===== src/rtl/multicycle_controller.sv =====
// Multicycle RV32 subset controller: a Moore FSM sequencing fetch, decode,
// memory, ALU-immediate, branch and jump steps over a shared memory port.
module multicycle_controller #(
  parameter int DATA_WIDTH = 32
) (
  input  logic                  clk,
  input  logic                  rst_n,
  input  logic [DATA_WIDTH-1:0] instr,
  input  logic                  EQ,
  input  logic                  mem_ready,
  output logic                  mem_req,
  output logic                  AdrSrc,
  output logic                  IRWrite,
  output logic                  PCWrite,
  output logic                  PCsrc,
  output logic                  RegWrite,
  output logic [1:0]            ALUsrcA,
  output logic [1:0]            ALUsrcB,
  output logic [2:0]            ALUctrl,
  output logic [1:0]            ImmSrc,
  output logic [1:0]            ResultSrc,
  output logic [3:0]            MEMWrite,
  output logic [2:0]            MEMRead,
  output logic                  illegal,
  output logic                  instr_done,
  output logic [3:0]            state_o
);

  typedef enum logic [3:0] {
    S_FETCH    = 4'd0,
    S_DECODE   = 4'd1,
    S_MEMADR   = 4'd2,
    S_MEMREAD  = 4'd3,
    S_MEMWB    = 4'd4,
    S_MEMWRITE = 4'd5,
    S_EXECI    = 4'd6,
    S_ALUWB    = 4'd7,
    S_BRANCH   = 4'd8,
    S_LINK     = 4'd9,
    S_JALR     = 4'd10,
    S_ILLEGAL  = 4'd11
  } state_t;

  localparam logic [6:0] OP_LOAD  = 7'b0000011;
  localparam logic [6:0] OP_STORE = 7'b0100011;
  localparam logic [6:0] OP_IMM   = 7'b0010011;
  localparam logic [6:0] OP_BR    = 7'b1100011;
  localparam logic [6:0] OP_JAL   = 7'b1101111;
  localparam logic [6:0] OP_JALR  = 7'b1100111;

  state_t     state_q, state_d;
  logic       instr_done_q, instr_done_d;
  logic [6:0] opcode;
  logic [2:0] funct3;
  logic       unused_instr_bits;

  assign opcode = instr[6:0];
  assign funct3 = instr[14:12];
  assign unused_instr_bits = ^{instr[DATA_WIDTH-1:15], instr[11:7]};

  always_ff @(posedge clk or negedge rst_n) begin
    if (!rst_n) begin
      state_q      <= S_FETCH;
      instr_done_q <= 1'b0;
    end else begin
      state_q      <= state_d;
      instr_done_q <= instr_done_d;
    end
  end

  // Unsupported funct3 values are rejected here so later states never see them.
  always_comb begin
    state_d = state_q;
    case (state_q)
      S_FETCH:    if (mem_ready) state_d = S_DECODE;
      S_DECODE: begin
        case (opcode)
          OP_LOAD:  state_d = (funct3 == 3'b010 || funct3 == 3'b000 || funct3 == 3'b100)
                              ? S_MEMADR : S_ILLEGAL;
          OP_STORE: state_d = (funct3 == 3'b010 || funct3 == 3'b000) ? S_MEMADR : S_ILLEGAL;
          OP_IMM:   state_d = (funct3 == 3'b000 || funct3 == 3'b110 ||
                               funct3 == 3'b010 || funct3 == 3'b111) ? S_EXECI : S_ILLEGAL;
          OP_BR:    state_d = (funct3 == 3'b000 || funct3 == 3'b001) ? S_BRANCH : S_ILLEGAL;
          OP_JAL:   state_d = S_LINK;
          OP_JALR:  state_d = (funct3 == 3'b000) ? S_JALR : S_ILLEGAL;
          default:  state_d = S_ILLEGAL;
        endcase
      end
      S_MEMADR:   state_d = (opcode == OP_STORE) ? S_MEMWRITE : S_MEMREAD;
      S_MEMREAD:  if (mem_ready) state_d = S_MEMWB;
      S_MEMWB:    state_d = S_FETCH;
      S_MEMWRITE: if (mem_ready) state_d = S_FETCH;
      S_EXECI:    state_d = S_ALUWB;
      S_ALUWB:    state_d = S_FETCH;
      S_BRANCH:   state_d = S_FETCH;
      S_JALR:     state_d = S_LINK;
      S_LINK:     state_d = S_FETCH;
      S_ILLEGAL:  state_d = S_ILLEGAL;
      default:    state_d = S_FETCH;
    endcase
    instr_done_d = (state_d == S_FETCH) && (state_q != S_FETCH);
  end

  always_comb begin
    mem_req   = 1'b0;
    AdrSrc    = 1'b0;
    IRWrite   = 1'b0;
    PCWrite   = 1'b0;
    PCsrc     = 1'b0;
    RegWrite  = 1'b0;
    ALUsrcA   = 2'b00;
    ALUsrcB   = 2'b00;
    ALUctrl   = 3'b111;
    ImmSrc    = 2'b00;
    ResultSrc = 2'b00;
    MEMWrite  = 4'b0000;
    MEMRead   = 3'b111;
    illegal   = 1'b0;
    case (state_q)
      S_FETCH: begin
        mem_req   = 1'b1;
        ALUsrcB   = 2'b10;
        ALUctrl   = 3'b000;
        ResultSrc = 2'b10;
        IRWrite   = mem_ready;
        PCWrite   = mem_ready;
      end
      S_DECODE: begin
        ALUsrcA = 2'b01;
        ALUsrcB = 2'b01;
        ALUctrl = 3'b000;
        case (opcode)
          OP_STORE: ImmSrc = 2'b01;
          OP_BR:    ImmSrc = 2'b10;
          OP_JAL:   ImmSrc = 2'b11;
          default:  ImmSrc = 2'b00;
        endcase
      end
      S_MEMADR: begin
        ALUsrcA = 2'b10;
        ALUsrcB = 2'b01;
        ALUctrl = 3'b000;
      end
      S_MEMREAD: begin
        mem_req = 1'b1;
        AdrSrc  = 1'b1;
        MEMRead = (funct3 == 3'b000 || funct3 == 3'b100) ? 3'b000 : 3'b111;
      end
      S_MEMWB: begin
        ResultSrc = 2'b01;
        RegWrite  = 1'b1;
      end
      S_MEMWRITE: begin
        mem_req  = 1'b1;
        AdrSrc   = 1'b1;
        MEMWrite = (funct3 == 3'b010) ? 4'b1111 :
                   (funct3 == 3'b000) ? 4'b0001 : 4'b0000;
      end
      S_EXECI: begin
        ALUsrcA = 2'b10;
        ALUsrcB = 2'b01;
        case (funct3)
          3'b000:  ALUctrl = 3'b000;
          3'b110:  ALUctrl = 3'b011;
          3'b010:  ALUctrl = 3'b101;
          3'b111:  ALUctrl = 3'b010;
          default: ALUctrl = 3'b111;
        endcase
      end
      S_ALUWB: begin
        ResultSrc = 2'b00;
        RegWrite  = 1'b1;
      end
      S_BRANCH: begin
        ALUsrcA = 2'b10;
        ALUsrcB = 2'b00;
        ALUctrl = 3'b001;
        PCsrc   = 1'b1;
        PCWrite = ((funct3 == 3'b000) && EQ) || ((funct3 == 3'b001) && !EQ);
      end
      S_JALR: begin
        ALUsrcA = 2'b10;
        ALUsrcB = 2'b01;
        ALUctrl = 3'b000;
      end
      S_LINK: begin
        ALUsrcA   = 2'b01;
        ALUsrcB   = 2'b10;
        ALUctrl   = 3'b000;
        ResultSrc = 2'b10;
        RegWrite  = 1'b1;
        PCsrc     = 1'b1;
        PCWrite   = 1'b1;
      end
      S_ILLEGAL: illegal = 1'b1;
      default: ;
    endcase
    // Reset blanks every output immediately, including an in-flight request.
    if (!rst_n) begin
      mem_req   = 1'b0;
      AdrSrc    = 1'b0;
      IRWrite   = 1'b0;
      PCWrite   = 1'b0;
      PCsrc     = 1'b0;
      RegWrite  = 1'b0;
      ALUsrcA   = 2'b00;
      ALUsrcB   = 2'b00;
      ALUctrl   = 3'b000;
      ImmSrc    = 2'b00;
      ResultSrc = 2'b00;
      MEMWrite  = 4'b0000;
      MEMRead   = 3'b000;
      illegal   = 1'b0;
    end
  end

  assign instr_done = instr_done_q;
  assign state_o    = state_q;

endmodule

===== config.mk =====
export PLATFORM = sky130hd
export DESIGN_NAME = multicycle_controller
export DESIGN_NICKNAME = d
export VERILOG_FILES = /design/src/rtl/multicycle_controller.sv
export SDC_FILE = /design/constraint.sdc
export NUM_CORES = 1
export LEC_CHECK = 0
export CAP_MARGIN = 0
export CORE_MARGIN = 5
export CORE_UTILIZATION = 31
export DETAILED_ROUTE_END_ITERATION = 12
export PLACE_DENSITY = 0.79
export SYNTH_ARGS = -nofsm -noshare
export SYNTH_HDL_FRONTEND = slang
export SYNTH_SLANG_ARGS = --single-unit

===== constraint.sdc =====
create_clock -name clk -period 3.4 [get_ports clk]
set_clock_uncertainty 0.15 [all_clocks]
set_input_delay 0.68 -clock clk [delete_from_list [all_inputs] [get_ports clk]]
set_output_delay 0.68 -clock clk [all_outputs]
set_load 0.01 [all_outputs]

After elaboration in Yosys (flattened, before gate mapping)
Cells that the tools add are included.
- register bits: 5
- input bits: 36
- output and inout port bits: 30
- equality and inequality tests: 22
- mux-type cells: 44
- reduce and logical (&&, ||, !) cells: 25
- operators by type and width (kind ; count):
    4-bit two-way mux ; 9
    4-bit one-hot mux with 8 select lines ; 1
    4-bit one-hot mux with 6 select lines ; 1
    7-bit equality test, second input constant ; 3
    4-bit by 3-bit equality test with 1-bit output, second input constant ; 4
    4-bit equality test, second input constant ; 4
    1-bit two-way mux ; 15
    3-bit two-way mux ; 5
    2-bit two-way mux ; 6
    2-bit one-hot mux with 2 select lines ; 3
    3-bit one-hot mux with 4 select lines ; 1
    3-bit equality test, second input constant ; 3
    3-bit one-hot mux with 3 select lines ; 1
    4-bit by 2-bit equality test with 1-bit output, second input constant ; 2
    4-bit zero test ; 2
    1-bit logical OR ; 8
    2-bit OR reduction ; 4
    4-bit OR reduction ; 2
    7-bit by 2-bit equality test with 1-bit output, second input constant ; 1
    7-bit by 5-bit equality test with 1-bit output, second input constant ; 1
    7-bit by 6-bit equality test with 1-bit output, second input constant ; 1
    2-bit one-hot mux with 3 select lines ; 1
    3-bit OR reduction ; 2
    5-bit OR reduction ; 1
    other kinds (8) ; 10

Logic depth before layout (Yosys ltp)
Gate-level depths: netlist of run 1.
- depth after elaboration: 9
- mapped depth: 6
- mapped depth without buffers: 5

Least setup slack after synthesis of run 1
Ideal clock, no wire load.
- path kind: input port to output port
- start: input port instr[14]
- end: output port MEMWrite[2]
- arrival time: 1608 ps
- data required time: 2570 ps
- slack: 962 ps
- cell stages on the path: 6
- buffers on the path: 2
- path through: buf_2 nor2_1 nand3_1 nor2_1 and2_1 buf_4
- longest elaborated chain between the ends: 4
- ends and longest elaborated chain (item ; RTL line ; text):
    start, declared ; 8 ; input logic [DATA_WIDTH-1:0] instr,
    3-bit by 2-bit equality test with 1-bit output ; 156 ; MEMWrite = (funct3 == 3'b010) ? 4'b1111 :
    4-bit two-way mux ; 156 ;
    4-bit two-way mux ; 119 ; case (state_q)
    4-bit two-way mux ; 199 ; if (!rst_n) begin
    end, declared ; 22 ; output logic [3:0] MEMWrite,
No other way between the ends.

Worst setup path in the final report of run 1
- start: input port instr[14]
- end: output port PCWrite
- longest elaborated chain between the ends: 5
- elaborated cells on any way between the ends: 7
- those cells by class: eq/ne: 1; mux: 2; reduce/logical: 4
- ends and longest elaborated chain (item ; RTL line ; text):
    3-bit by 1-bit equality test with 1-bit output or 3-bit zero test (tied branches) ; 179 ; PCWrite = ((funct3 == 3'b000) && EQ) || ((funct3 == 3'b001) && !EQ);
    1-bit logical AND ; 179 ;
    1-bit logical OR (*) ; 179 ;
    1-bit one-hot mux with 3 select lines (*) ; 119 ;
    1-bit two-way mux (*) ; 199 ;
    end, declared ; 14 ; output logic PCWrite,
Every way passes the cells marked *; elsewhere a longest branch is shown, timed or not.

==> flow_summary.html, run 1 <==
<table>
<tr><th>Metric</th><th>Value</th></tr>
<tr><th colspan="2">Job</th></tr>
<tr><td>Count of maximum capacitance violations</td><td>0</td></tr>
<tr><th colspan="2">Worst setup path</th></tr>
<tr><td>Cell breakdown of the critical path</td><td>clkdlybuf4s50_1 &gt; nor2_1 &gt; nand4_1 &gt; a31oi_1 &gt; clkdlybuf4s50_1</td></tr>
<tr><td>Crit start category</td><td>input pin</td></tr>
<tr><td>Cell repeated most along the worst path</td><td>sky130_fd_sc_hd__clkdlybuf4s50_1</td></tr>
<tr><td>CP Max Fanout</td><td>9</td></tr>
<tr><td>Required time of the critical path</td><td>2.57 ns</td></tr>
<tr><td>Critical path capture point type</td><td>output pin</td></tr>
<tr><td>Crit Path Category</td><td>in -&gt; out</td></tr>
<tr><td>Largest stage delay, worst path</td><td>0.56 ns</td></tr>
<tr><td>Critical Path Slowest Stage Cell</td><td>sky130_fd_sc_hd__clkdlybuf4s50_1</td></tr>
<tr><td>Critical path data arrival time</td><td>2.39 ns</td></tr>
<tr><th colspan="2">STA</th></tr>
<tr><td>Worst hold slack after final layout</td><td>0.551 ns</td></tr>
<tr><td>Period minus WS final</td><td>3.22 ns</td></tr>
<tr><td>FMAX</td><td>310 MHz</td></tr>
<tr><td>Number of max-slew violations in the final report</td><td>0</td></tr>
<tr><td>Final Cycle Share</td><td>94.8%</td></tr>
<tr><td>Final hold viol count</td><td>0</td></tr>
<tr><td>Endpoints failing setup</td><td>0</td></tr>
<tr><td>Worst-Margin Slew</td><td>0.507 ns</td></tr>
<tr><td>Total negative setup slack</td><td>0 ns</td></tr>
<tr><td>Least setup slack across all paths after layout</td><td>0.178 ns</td></tr>
<tr><td>Setup repair after global routing missed its margin</td><td>no</td></tr>
<tr><td>Normalized max-slew margin</td><td>66.1%</td></tr>
<tr><th colspan="2">Die</th></tr>
<tr><td>Effective utilization at floorplan</td><td>31.6%</td></tr>
<tr><td>Die Span Y</td><td>65.1 um</td></tr>
<tr><td>Die X</td><td>65.1 um</td></tr>
<tr><td>Area of the die</td><td>4230 sq um</td></tr>
<tr><td>Area inside the core boundary</td><td>2980 sq um</td></tr>
<tr><td>Number of placed I/O pins</td><td>66</td></tr>
<tr><td>Standard-cell row count</td><td>20</td></tr>
<tr><th colspan="2">Detailed routing</th></tr>
<tr><td>WL per Instance</td><td>13.1 um</td></tr>
<tr><td>Remaining antenna violation count</td><td>0</td></tr>
<tr><td>Total wirelength of the detailed-routed design</td><td>2730 um</td></tr>
<tr><td>Drt first pass iters</td><td>6</td></tr>
<tr><td>DRC violation count after routing</td><td>0</td></tr>
<tr><td>Number of DRC markers in iteration 0</td><td>30</td></tr>
<tr><td>Via/cell ratio</td><td>5.32</td></tr>
<tr><td>Via Count</td><td>1106</td></tr>
<tr><th colspan="2">Power</th></tr>
<tr><td>Highest ir drop seen on vdd</td><td>0.193 mV</td></tr>
<tr><td>Leakage component of the power</td><td>0.534 nW</td></tr>
<tr><td>Pwr Density</td><td>683 nW/um^2</td></tr>
<tr><th colspan="2">Placement</th></tr>
<tr><td>Area after detailed placement</td><td>1380 sq um</td></tr>
<tr><td>Placed Cells incl. Taps</td><td>204</td></tr>
<tr><td>Number of port buffers</td><td>43</td></tr>
<tr><td>Dpl ws</td><td>0.178 ns</td></tr>
<tr><td>DPL Wire Length</td><td>2090 um</td></tr>
<tr><td>Placer congestion estimate</td><td>0.913</td></tr>
<tr><th colspan="2">GRT</th></tr>
<tr><td>Global-route congestion overflow total</td><td>0</td></tr>
<tr><td>Number of antenna violations at the first check in global routing</td><td>0</td></tr>
<tr><td>Number of global-route vias before repair</td><td>985</td></tr>
<tr><td>Pin count of the biggest net entering global routing</td><td>23</td></tr>
<tr><td>First-pass GRT wire length</td><td>4390 um</td></tr>
<tr><td>GRT Total Usage</td><td>12.5%</td></tr>
<tr><th colspan="2">Layout</th></tr>
<tr><td>Growth of design area from synthesis to finish</td><td>49.3%</td></tr>
<tr><td>Area used by multi-input combinational logic</td><td>693 sq um</td></tr>
<tr><td>Filler instances</td><td>297</td></tr>
<tr><td>Number of antenna cells inserted</td><td>0</td></tr>
<tr><td>Most frequent standard cell in the layout excluding fill and tap cells</td><td>sky130_fd_sc_hd__clkdlybuf4s50_1</td></tr>
<tr><td>Area taken by flip-flops and latches</td><td>125 sq um</td></tr>
<tr><td>Layout cell share with drive strength beyond 1</td><td>12.0%</td></tr>
<tr><td>Design area</td><td>1400 sq um</td></tr>
<tr><td>Commonest cells after routing, fill and taps aside</td><td>sky130_fd_sc_hd__clkdlybuf4s50_1 (43), sky130_fd_sc_hd__nor2_1 (15), sky130_fd_sc_hd__nand2_1 (13)</td></tr>
<tr><td>Post-route non-filler standard cell count</td><td>208</td></tr>
<tr><td>Post-layout nets</td><td>212</td></tr>
<tr><th colspan="2">Clocking</th></tr>
<tr><td>Clock network latency to the later pin of the worst-skew pair</td><td>0.25 ns</td></tr>
<tr><td>TritonCTS clock tree</td><td>done</td></tr>
<tr><td>Root Driver</td><td>sky130_fd_sc_hd__clkbuf_4</td></tr>
<tr><td>Count of cells resized by post-cts repair</td><td>0</td></tr>
<tr><td>Number of CTS-inserted buffers</td><td>3</td></tr>
<tr><td>Longest Clk Path Bufs</td><td>2</td></tr>
<tr><td>H-tree lvl count</td><td>1</td></tr>
<tr><td>Clock edge transition at the registers on the reported setup and hold paths</td><td>0.05 ns</td></tr>
<tr><td>CTS Hold Bufs</td><td>0</td></tr>
<tr><td>Clock sinks</td><td>5</td></tr>
<tr><td>Post-CTS setup-driven buffer insertion count</td><td>0</td></tr>
<tr><th colspan="2">Logic synthesis</th></tr>
<tr><td>Synth Register Bits</td><td>5</td></tr>
<tr><td>Fraction of synthesized area in multiplexers</td><td>1.07%</td></tr>
<tr><td>Adder-Cell Fraction of Synth Area</td><td>0%</td></tr>
<tr><td>Largest family of logic cells by synthesized area</td><td>simple AND/OR/NAND/NOR gates</td></tr>
<tr><td>Unique cell type count in the Yosys netlist</td><td>51</td></tr>
<tr><td>Net Count, Synth</td><td>172</td></tr>
<tr><td>Compound-cell area share of the yosys netlist</td><td>34.1%</td></tr>
<tr><td>Post-synthesis share of cell area spent on xor and xnor gates</td><td>1.86%</td></tr>
<tr><td>Sequential cell area fraction in the yosys report</td><td>13.3%</td></tr>
<tr><td>EDFF count, synth</td><td>0</td></tr>
<tr><td>Area share of and/or/nand/nor cells after synthesis</td><td>36.8%</td></tr>
<tr><td>Yosys Warn Count</td><td>0</td></tr>
<tr><td>Average footprint of a synthesized cell</td><td>6.91 sq um</td></tr>
<tr><td>Post-synth ARST share</td><td>100%</td></tr>
<tr><td>Top_reg_cell synth</td><td>sky130_fd_sc_hd__dfrtp_1</td></tr>
<tr><td>Post-synthesis cell area</td><td>940 sq um</td></tr>
<tr><td>Gate count after technology mapping</td><td>136</td></tr>
<tr><th colspan="2">Min path</th></tr>
<tr><td>HP Class</td><td>reg -&gt; reg</td></tr>
<tr><th colspan="2">Run status</th></tr>
<tr><td>Outcome</td><td>finished clean</td></tr>
</table>
sequential cells by signal, summed over array words and instances, names as in the netlist:
name        cells
instr_done      1
state_o         4
through the flow:
stage	power, W	utilization, %
3_3_place_gp	0.000883	46.2
4_1_cts	0.000964	47.1
2_1_floorplan	0.000608	-
5_1_grt	0.00104	47.1
3_5_place_dp	0.000888	46.2
6_report	0.000958	47.1
final timing paths:
| path | start | end | slack (ns) | cells after the start |
|---|---|---|---|---|
| min | state_o[3] | state_o[3] | 0.55 | 3 |
| max reg2reg | state_o[0] | instr_done | 1.36 | 6 |
| min reg2reg | state_o[3] | state_o[3] | 0.55 | 3 |
| max | instr[14] | PCWrite | 0.18 | 5 |
| max in group asynchronous | rst_n | instr_done | 2.33 | 2 |
| min in group asynchronous | rst_n | state_o[0] | 0.65 | 2 |
Yosys cell counts, drive strengths merged, types with 4 or more instances:
cell type	n	area (sq um)
a21oi	11	55.1
and2	4	25.0
buf	15	95.1
dfrtp	5	125
inv	5	18.8
nand2	13	48.8
nand2b	4	32.5
nor2	15	56.3
nor3	6	30.0
o21ai	8	40.0
o22ai	4	31.3
cell families (layout without fill, tap and decap cells):
logic type / Yosys count / in the layout
buf+inv: 22 / 61
simple gates: 63 / 63
mux: 1 / 1
xor+xnor: 2 / 2
compound gates: 43 / 43
flops: 5 / 5
layer usage:
layer  vias up  routed length, um  track usage (%)
met5         -                  0                0
met4         0                  0             2.07
met3         0                196             2.43
met2        36               1280             21.2
met1       494               1250             16.6
li1        576                  -                -
worst max-delay path: cells and delay by family:
family                 cells  cell delay [ns]
AND/OR/NAND/NOR            2             0.41
buffers and inverters      2             1.10
AO/OA/AOI/OAI              1             0.20
power by group:
part	total, W	internal [W]	switching [W]
Clock	0.0000694	0.0000444	0.0000250
Combinational	0.000747	0.000364	0.000383
Sequential	0.000141	0.0000875	0.0000537
Total	0.000958	0.000496	0.000462
cell type report:
type                       instances  share of cell area, %
multi-input combinational        109                   49.4
timing repair buffer              52                   35.5
sequential                         5                   8.92
tap                               33                   2.94
clock buffer                       4                   1.87
inverter                           5                   1.34
No activity file was read; power rests on OpenSTA's default activity.
==> run 2, diff against run 1 <==
Settings changed: HOLD_SLACK_MARGIN from default to 0.02.
==> results of run 2 <==
No change in the layout: final DEF, timing and power equal those of run 1.
